==> src/rtl/regfile_wb_arbiter.sv <==
`default_nettype none
// ============================================================================
// Module   : regfile_wb_arbiter
// Purpose  : Round-robin arbiter that shares the single register-file write
//            port among NREQ writeback requesters, together with a 32-entry
//            pending-write scoreboard that gives read-after-write hazard
//            flags to the decode stage.
// Ports    : clk, reset (sync, active-low)
//            req_valid/req_dest/req_data -> req_ready (one-hot grant)
//            issue_valid/issue_dest      -> issue_ready
//            srcRegA/srcRegB             -> hazardA/hazardB
//            regWrite/destReg/writeData  registered register-file write port
//            busy_vec                    scoreboard contents
// Revision : 1.0  initial release
// ============================================================================
module regfile_wb_arbiter #(
    parameter int NREQ   = 3,
    parameter int DATA_W = 32,
    parameter int ADDR_W = 5
) (
    input  logic                     clk,
    input  logic                     reset,
    input  logic [NREQ-1:0]          req_valid,
    input  logic [NREQ*ADDR_W-1:0]   req_dest,
    input  logic [NREQ*DATA_W-1:0]   req_data,
    output logic [NREQ-1:0]          req_ready,
    input  logic                     issue_valid,
    input  logic [ADDR_W-1:0]        issue_dest,
    output logic                     issue_ready,
    input  logic [ADDR_W-1:0]        srcRegA,
    input  logic [ADDR_W-1:0]        srcRegB,
    output logic                     hazardA,
    output logic                     hazardB,
    output logic                     regWrite,
    output logic [ADDR_W-1:0]        destReg,
    output logic [DATA_W-1:0]        writeData,
    output logic [31:0]              busy_vec
);

    localparam int PTR_W = (NREQ > 1) ? $clog2(NREQ) : 1;

    // ------------------------------------------------------------------
    // State
    // ------------------------------------------------------------------
    logic [PTR_W-1:0]  rr_ptr_q,     rr_ptr_d;
    logic [31:0]       busy_q,       busy_d;
    logic              reg_write_q,  reg_write_d;
    logic [ADDR_W-1:0] dest_reg_q,   dest_reg_d;
    logic [DATA_W-1:0] write_data_q, write_data_d;

    // ------------------------------------------------------------------
    // Arbitration
    // ------------------------------------------------------------------
    logic [NREQ-1:0]   upper_mask;
    logic [NREQ-1:0]   masked_valid;
    logic [NREQ-1:0]   pick_vec;
    logic              grant_valid;
    logic [PTR_W-1:0]  grant_idx;
    logic [ADDR_W-1:0] grant_dest;
    logic [DATA_W-1:0] grant_data;

    // Round-robin done as two fixed-priority passes: first among indices at
    // or above the pointer, and if none of those is valid, among all of
    // them (which is the wrap-around part of the search).
    always_comb begin
        upper_mask = '0;
        for (int i = 0; i < NREQ; i++) begin
            upper_mask[i] = (PTR_W'(i) >= rr_ptr_q);
        end
        masked_valid = req_valid & upper_mask;
        pick_vec     = (|masked_valid) ? masked_valid : req_valid;

        // No grant while reset is asserted, so nothing is consumed.
        grant_valid  = reset & (|pick_vec);

        grant_idx  = '0;
        grant_dest = '0;
        grant_data = '0;
        // Descending scan: the lowest set bit is the last one assigned.
        for (int i = NREQ - 1; i >= 0; i--) begin
            if (pick_vec[i]) begin
                grant_idx  = PTR_W'(i);
                grant_dest = req_dest[i*ADDR_W +: ADDR_W];
                grant_data = req_data[i*DATA_W +: DATA_W];
            end
        end
    end

    assign req_ready = grant_valid ? (NREQ'(1) << grant_idx) : '0;

    // ------------------------------------------------------------------
    // Scoreboard and issue handshake
    // ------------------------------------------------------------------
    logic grant_clears;
    logic clr_hit;
    logic issue_fire;

    assign grant_clears = grant_valid && (grant_dest != '0);

    // A writeback landing on the issued destination this cycle frees it,
    // so the new producer may issue immediately.
    assign clr_hit     = grant_clears && (grant_dest == issue_dest);
    assign issue_ready = (issue_dest == '0) | ~busy_q[issue_dest] | clr_hit;
    assign issue_fire  = issue_valid && issue_ready && (issue_dest != '0);

    always_comb begin
        busy_d = busy_q;
        if (grant_clears) begin
            busy_d[grant_dest] = 1'b0;
        end
        // Applied after the clear so a same-cycle set wins.
        if (issue_fire) begin
            busy_d[issue_dest] = 1'b1;
        end
        busy_d[0] = 1'b0;
    end

    // Hazards reflect the registered scoreboard only; a clear takes effect
    // the cycle the register file is actually written.
    assign hazardA  = busy_q[srcRegA];
    assign hazardB  = busy_q[srcRegB];
    assign busy_vec = busy_q;

    // ------------------------------------------------------------------
    // Pointer and write-port next state
    // ------------------------------------------------------------------
    always_comb begin
        rr_ptr_d     = rr_ptr_q;
        reg_write_d  = 1'b0;
        dest_reg_d   = dest_reg_q;
        write_data_d = write_data_q;

        if (grant_valid) begin
            rr_ptr_d = (grant_idx == PTR_W'(NREQ - 1)) ? '0
                                                       : grant_idx + PTR_W'(1);
        end
        // Writes to register 0 are consumed but never reach the file.
        if (grant_clears) begin
            reg_write_d  = 1'b1;
            dest_reg_d   = grant_dest;
            write_data_d = grant_data;
        end
    end

    always_ff @(posedge clk) begin
        if (!reset) begin
            rr_ptr_q     <= '0;
            busy_q       <= '0;
            reg_write_q  <= 1'b0;
            dest_reg_q   <= '0;
            write_data_q <= '0;
        end else begin
            rr_ptr_q     <= rr_ptr_d;
            busy_q       <= busy_d;
            reg_write_q  <= reg_write_d;
            dest_reg_q   <= dest_reg_d;
            write_data_q <= write_data_d;
        end
    end

    assign regWrite  = reg_write_q;
    assign destReg   = dest_reg_q;
    assign writeData = write_data_q;

endmodule
`default_nettype wire

==> config.mk <==
export PLATFORM = sky130hd
export DESIGN_NAME = regfile_wb_arbiter
export DESIGN_NICKNAME = d
export VERILOG_FILES = /design/src/rtl/regfile_wb_arbiter.sv
export SDC_FILE = /design/constraint.sdc
export NUM_CORES = 1
export LEC_CHECK = 0
export ABC_AREA = 1
export CORE_MARGIN = 2
export CORE_UTILIZATION = 30
export CTS_CLUSTER_DIAMETER = 150
export DETAILED_ROUTE_END_ITERATION = 16
export GPL_TIMING_DRIVEN = 0
export PLACE_DENSITY = 0.66
export SLEW_MARGIN = 10
export SYNTH_ARGS = -nofsm -noshare
export SYNTH_HDL_FRONTEND = slang
export SYNTH_SLANG_ARGS = --single-unit
==> constraint.sdc <==
create_clock -name clk -period 1.78 [get_ports clk]
set_input_delay 0.267 -clock clk [delete_from_list [all_inputs] [get_ports clk]]
set_output_delay 0.267 -clock clk [all_outputs]
set_load 0.01 [all_outputs]
After elaboration in Yosys (flattened, before gate mapping)
Cells that the tools add are included.
{"block": "word_totals", "ff_bits": 72, "latchBits": 0, "mem_bits_rw": 0, "rom_bits": 0, "in_bits": 132, "output_inout_bits": 76, "elab_cells": 63, "memories": 0}
{"block": "classes", "add_sub_neg": 1, "n_mul": 0, "div_mod_pow": 0, "magnitude_cmp": 9, "eq_ne": 2, "shift": 1, "mux": 25, "n_bitwise": 8, "n_reduce_logical": 11}
{"operator": "32-bit two-way mux", "count": 5}
{"operator": "32-bit AND", "count": 1}
{"operator": "32-bit NOT", "count": 1}
{"operator": "32-bit bitwise OR", "count": 1}
{"operator": "5-bit by 6-bit < comparator with 1-bit output, second input constant", "count": 4}
{"operator": "1-bit binary-select mux with 5-bit select", "count": 3}
{"operator": "5-bit two-way mux", "count": 3}
{"operator": "1-bit demux with 5-bit select", "count": 2}
{"operator": "5-bit by 1-bit greater-or-equal comparator with 1-bit output, second input constant", "count": 2}
{"operator": "5-bit nonzero test", "count": 2}
{"operator": "2-bit two-way mux", "count": 4}
{"operator": "1-bit logical AND", "count": 6}
{"operator": "1-bit two-way mux", "count": 6}
{"operator": "3-bit two-way mux", "count": 2}
{"operator": "3-bit OR reduction", "count": 2}
{"operator": "5-bit == test", "count": 1}
{"operator": "5-bit logical NOT", "count": 1}
{"operator": "1-bit by 2-bit greater-or-equal comparator with 1-bit output, first input constant", "count": 2}
{"operator": "3-bit AND", "count": 1}
{"operator": "1-bit by 2-bit left shift with 3-bit output, first input constant", "count": 1}
{"operator": "2-bit by 1-bit adder with 2-bit output, second input constant", "count": 1}
{"operator": "2-bit == test, second input constant", "count": 1}
{"operator": "2-bit greater-or-equal comparator, first input constant", "count": 1}
{"operator": "1-bit bitwise OR", "count": 2}
{"operator": "other kinds (2)", "count": 2}

Depth between registers and ports, before layout
{"block": "logic_depth", "word_depth": 16, "mapped_depth": 17, "depth_no_buf": 16}

Worst setup path before layout
No wires, ideal clock.
{"block": "synth_path", "path_kind": "input -> output", "startpoint": "input port req_valid[1]", "endpoint": "output port issue_ready", "arrival_ns": 1.655, "required_ns": 1.513, "path_slack_ns": -0.142, "cell_stages": 13, "path_buffers": 2, "path_cell_list": "buf_2 nand2_1 nand2_2 nand2_4 nand2_4 or2_4 nand2_2 nand2_1 nor2_1 nor2_2 nand2_1 nand2_4 buf_6"}
{"block": "synth_between", "elab_chain_cells": 10, "elab_cells_between_ends": 13, "cone_classes": "1 x eq/ne; 4 x mux; 3 x bitwise; 5 x reduce/logical"}
{"element": "from (decl)", "line_no": "23", "text": "input logic [NREQ-1:0] req_valid,"}
{"element": "3-bit AND", "line_no": "70", "text": "masked_valid = req_valid & upper_mask;"}
{"element": "3-bit OR reduction", "line_no": "71", "text": "pick_vec = (|masked_valid) ? masked_valid : req_valid;"}
{"element": "3-bit two-way mux *", "line_no": "71"}
{"element": "5-bit two-way mux (3 in series)", "line_no": "81", "text": "if (pick_vec[i]) begin"}
{"element": "5-bit nonzero test", "line_no": "98", "text": "assign grant_clears = grant_valid && (grant_dest != '0);"}
{"element": "1-bit logical AND", "line_no": "98"}
{"element": "1-bit logical AND *", "line_no": "102", "text": "assign clr_hit = grant_clears && (grant_dest == issue_dest);"}
{"element": "1-bit bitwise OR *", "line_no": "103", "text": "assign issue_ready = (issue_dest == '0) | ~busy_q[issue_dest] | clr_hit;"}
{"element": "to (decl)", "line_no": "29", "text": "output logic issue_ready,"}
Mark *: on every way between the ends. The rest lies on a longest branch, timed or not.

Worst setup path in the final report
{"block": "layout_path", "startpoint": "register rr_ptr_q[1]", "endpoint": "output port issue_ready"}
{"block": "layout_between", "elab_chain_cells": 11, "elab_cells_between_ends": 16, "cone_classes": "3 x order compare; 1 x eq/ne; 4 x mux; 3 x bitwise; 5 x reduce/logical"}
{"element": "from (decl)", "line_no": "45", "text": "logic [PTR_W-1:0] rr_ptr_q, rr_ptr_d;"}
{"element": "from (signal assigned)", "line_no": "153", "text": "rr_ptr_q <= rr_ptr_d;"}
{"element": "1-bit by 2-bit greater-or-equal comparator with 1-bit output or 2-bit greater-or-equal comparator (tied branches)", "line_no": "68", "text": "upper_mask[i] = (PTR_W'(i) >= rr_ptr_q);"}
{"element": "3-bit AND *", "line_no": "70"}
{"element": "3-bit OR reduction", "line_no": "71"}
{"element": "3-bit two-way mux *", "line_no": "71"}
{"element": "5-bit two-way mux (3 in series)", "line_no": "81"}
{"element": "5-bit nonzero test", "line_no": "98"}
{"element": "1-bit logical AND", "line_no": "98"}
{"element": "1-bit logical AND *", "line_no": "102"}
{"element": "1-bit bitwise OR *", "line_no": "103"}
Marks and branches as above.

==> results_dict.tcl <==
set metrics [dict create \
    status "complete, but fails checks" \
    violations "setup timing" \
    netlist_area_mm2 0.00462 \
    seq_power_share_pct 32.7 \
    fp.dieW_um 128 \
    antenna_found_initial 0 \
    synth_fp_nets 845 \
    grt_max_degree 11 \
    syn_to_final_growth_pct 86.7 \
    start_util_pct 30.5 \
    drt-initial-drc-count 303 \
    h-tree-depth 3 \
    max_cap_viol_count 0 \
    ctsHoldBuffers 0 \
    post-route-min-period_ns 2.38 \
    routed_wl_um 21800 \
    synthCells 713 \
    p_comb_share_pct 36.3 \
    grt_pass1_vias 6134 \
    synth-seq-cells 71 \
    hold_depth 6 \
    crit_path_end_kind "output port" \
    switching_share_pct 32.8 \
    place_inst 1103 \
    post-place-ws_ns -1.43 \
    cp.arrival_ns 2.11 \
    synthTopCellsByArea "dfxtp_1, nand2_1, o21ai_0" \
    slew_viol_final 0 \
    antenna_cells_inserted 0 \
    grt.busiest_layer "met2" \
    grt_use_met2_pct 45.0 \
    fmax_ghz 0.421 \
    crit_type "register to output port" \
    die-area_mm2 0.0164 \
    layout.cells.non_filler 1179 \
    grtUsageMet1_pct 28.6 \
    yosysTopAreaCell "dfxtp_1" \
    clk-insertion-delay-late_ns 0.34 \
    clock_skew_ns 0.00412 \
    num-nets-final 1120 \
    hold_violations 0 \
    synth.top_cell.area_share_pct 30.8 \
    crit_required_ns 1.51 \
    synth_area_per_cell_um2 6.47 \
    r2r_cells 16 \
    p_leak_nw 3.15 \
    boundaryPins 208 \
    p_switching_w 0.00179 \
    cts_num_sinks 71 \
    drive_above_1_share_pct 27.7 \
    yosysMostFrequentCell "nand2_1" \
    setup_slack_ns -0.597 \
    grt_first_pass_wirelength_um 32500 \
    path_clk_slew_ns 0.06 \
    synthArstFlopShare_pct 0 \
    netlist_top_cells_count "nand2_1, dfxtp_1, nor2_1" \
    avgRoutedWirePerCell_um 18.5 \
    synth-edff-count 0 \
    cts_tree "built" \
    clockPowerShare_pct 31.0 \
    cts_buffers 9 \
    p_int_w 0.00366 \
    worst_pin_slew_ns 0.846 \
    fp.dieH_um 128 \
    cts-root-buf "clkbuf_16" \
    rows 45 \
    start_kind "register" \
    yosys_warnings 0 \
    cp_max_fo 4 \
    gp_congestion 0.967 \
    finalSetupViolCount 75 \
    yosysSeqAreaShare_pct 30.8 \
    overflow 0 \
    synth.distinct_cells 34 \
    track_usage_pct 25.2 \
    via_per_inst 5.47 \
    slew_headroom_pct 43.6 \
    coreArea_mm2 0.0151 \
    vias 6452 \
    drtPass1Iterations 5 \
    dpl_cell_area_mm2 0.00691 \
    ys.flop_type "dfxtp_1" \
    hpwl_um 15200 \
    rsz0062_at_grt "yes" \
    hp-class "input port to register" \
    post-route-period-util_pct 134 \
    drc 0 \
    clock_path_buffers 2 \
    design_area_mm2 0.00862 \
    ir_drop_mv 0.331 \
    io_buffers 202 \
    hold_slack_ns 0.409 \
    grt_util_met3_pct 6.68 \
    fin_tns_setup_ns -27.02 \
    powerDensity_mw_per_mm2 632 \
    ant_nets 0 \
]
## path summary, 6_finish.rpt
| path | startpoint | to | slack (ns) |
|---|---|---|---|
| hold / removal | req_valid[1] | rr_ptr_q[0] | 0.41 |
| setup / recovery | rr_ptr_q[1] | issue_ready | -0.60 |
| setup reg to reg | rr_ptr_q[1] | writeData[13] | -0.47 |
| hold reg to reg | busy_vec[10] | busy_vec[10] | 0.49 |
## cell usage in the layout, fill, tap and decap left out, types with 6 or more instances in the layout
cell	count
a22oi_1	6
buf_4	46
nor3_1	8
nand4_1	33
nor2_4	6
nand2_2	13
clkbuf_16	9
inv_2	9
inv_1	36
dfxtp_4	6
o21ai_1	13
a41oi_2	27
buf_2	7
o21ai_2	32
a21oi_2	9
clkbuf_2	7
o21ai_4	8
clkbuf_1	14
dfxtp_2	16
o21ai_0	43
nor2_1	65
dfxtp_1	49
a21oi_1	37
o31ai_1	10
buf_6	25
buf_12	6
clkdlybuf4s50_1	189
nand3_1	31
nand2_4	12
nand2_1	148
## layer usage
layer  wire length, µm  up-vias
met2             11000      311
met3              1890       53
met1              8310     3021
met5                 0        -
met4               594        0
li1                  -     3067
## metrics by stage
stage | util [%] | total power [W]
floorplan | - | 0.00245
global placement | 45.6 | 0.00320
detailed placement | 45.6 | 0.00320
CTS | 53.7 | 0.00524
global route | 56.9 | 0.00564
finish | 56.9 | 0.00544
## cell families (layout without fill, tap and decap cells)
logic type / Yosys count / after routing / synth area share, %
buffers and inverters: 94 / 371 / 9.00
other: 1 / 1 / 0.0812
AND/OR/NAND/NOR: 334 / 335 / 32.0
AO/OA/AOI/OAI: 213 / 213 / 28.1
flip-flops: 71 / 71 / 30.8
## power by group through the flow
| stage | Combinational [W] | Sequential [W] | Clock (W) |
|---|---|---|---|
| after floorplan | 0.000621 | 0.00182 | 0 |
| after global placement | 0.00141 | 0.00179 | 0 |
| after detailed placement | 0.00141 | 0.00179 | 0 |
| after CTS | 0.00178 | 0.00177 | 0.00169 |
| after global routing | 0.00210 | 0.00179 | 0.00175 |
| final | 0.00197 | 0.00178 | 0.00169 |
## critical path, stage by stage, from the launching register on
cell      delay (ns)
dfxtp_4         0.38
nand2_2         0.06
nand2_2         0.07
nand2_4         0.07
buf_4           0.14
a21boi_4        0.17
nand2_2         0.09
nand2_4         0.11
inv_4           0.05
nand2_1         0.07
nand3_1         0.10
nor2_2          0.12
nand2_2         0.07
nand2_4         0.07
buf_6           0.10
buf_6           0.09
## cell type report
| type | instances | area, µm² |
|---|---|---|
| flip-flops and latches | 71 | 1460 |
| inverters | 49 | 193 |
| clock buffers | 13 | 260 |
| multi-input cells | 549 | 3480 |
| well taps | 188 | 235 |
| repair buffers | 263 | 2610 |
| fillers | 1351 | 6530 |
| clock inverters | 1 | 5.00 |
| plain buffers | 45 | 378 |
## state kept, by name (all words and copies together) (netlist names)
signal     cells
rr_ptr_q       2
busy_vec      31
writeData     32
regWrite       1
destReg        5
## repair_timing
item	CTS	global route
setup endpoints to repair	77	75
setup buffers	35	18
gates resized for setup	218	104
pin swaps	33	36
gates cloned	10	2
(Power assumes the default switching activity.)
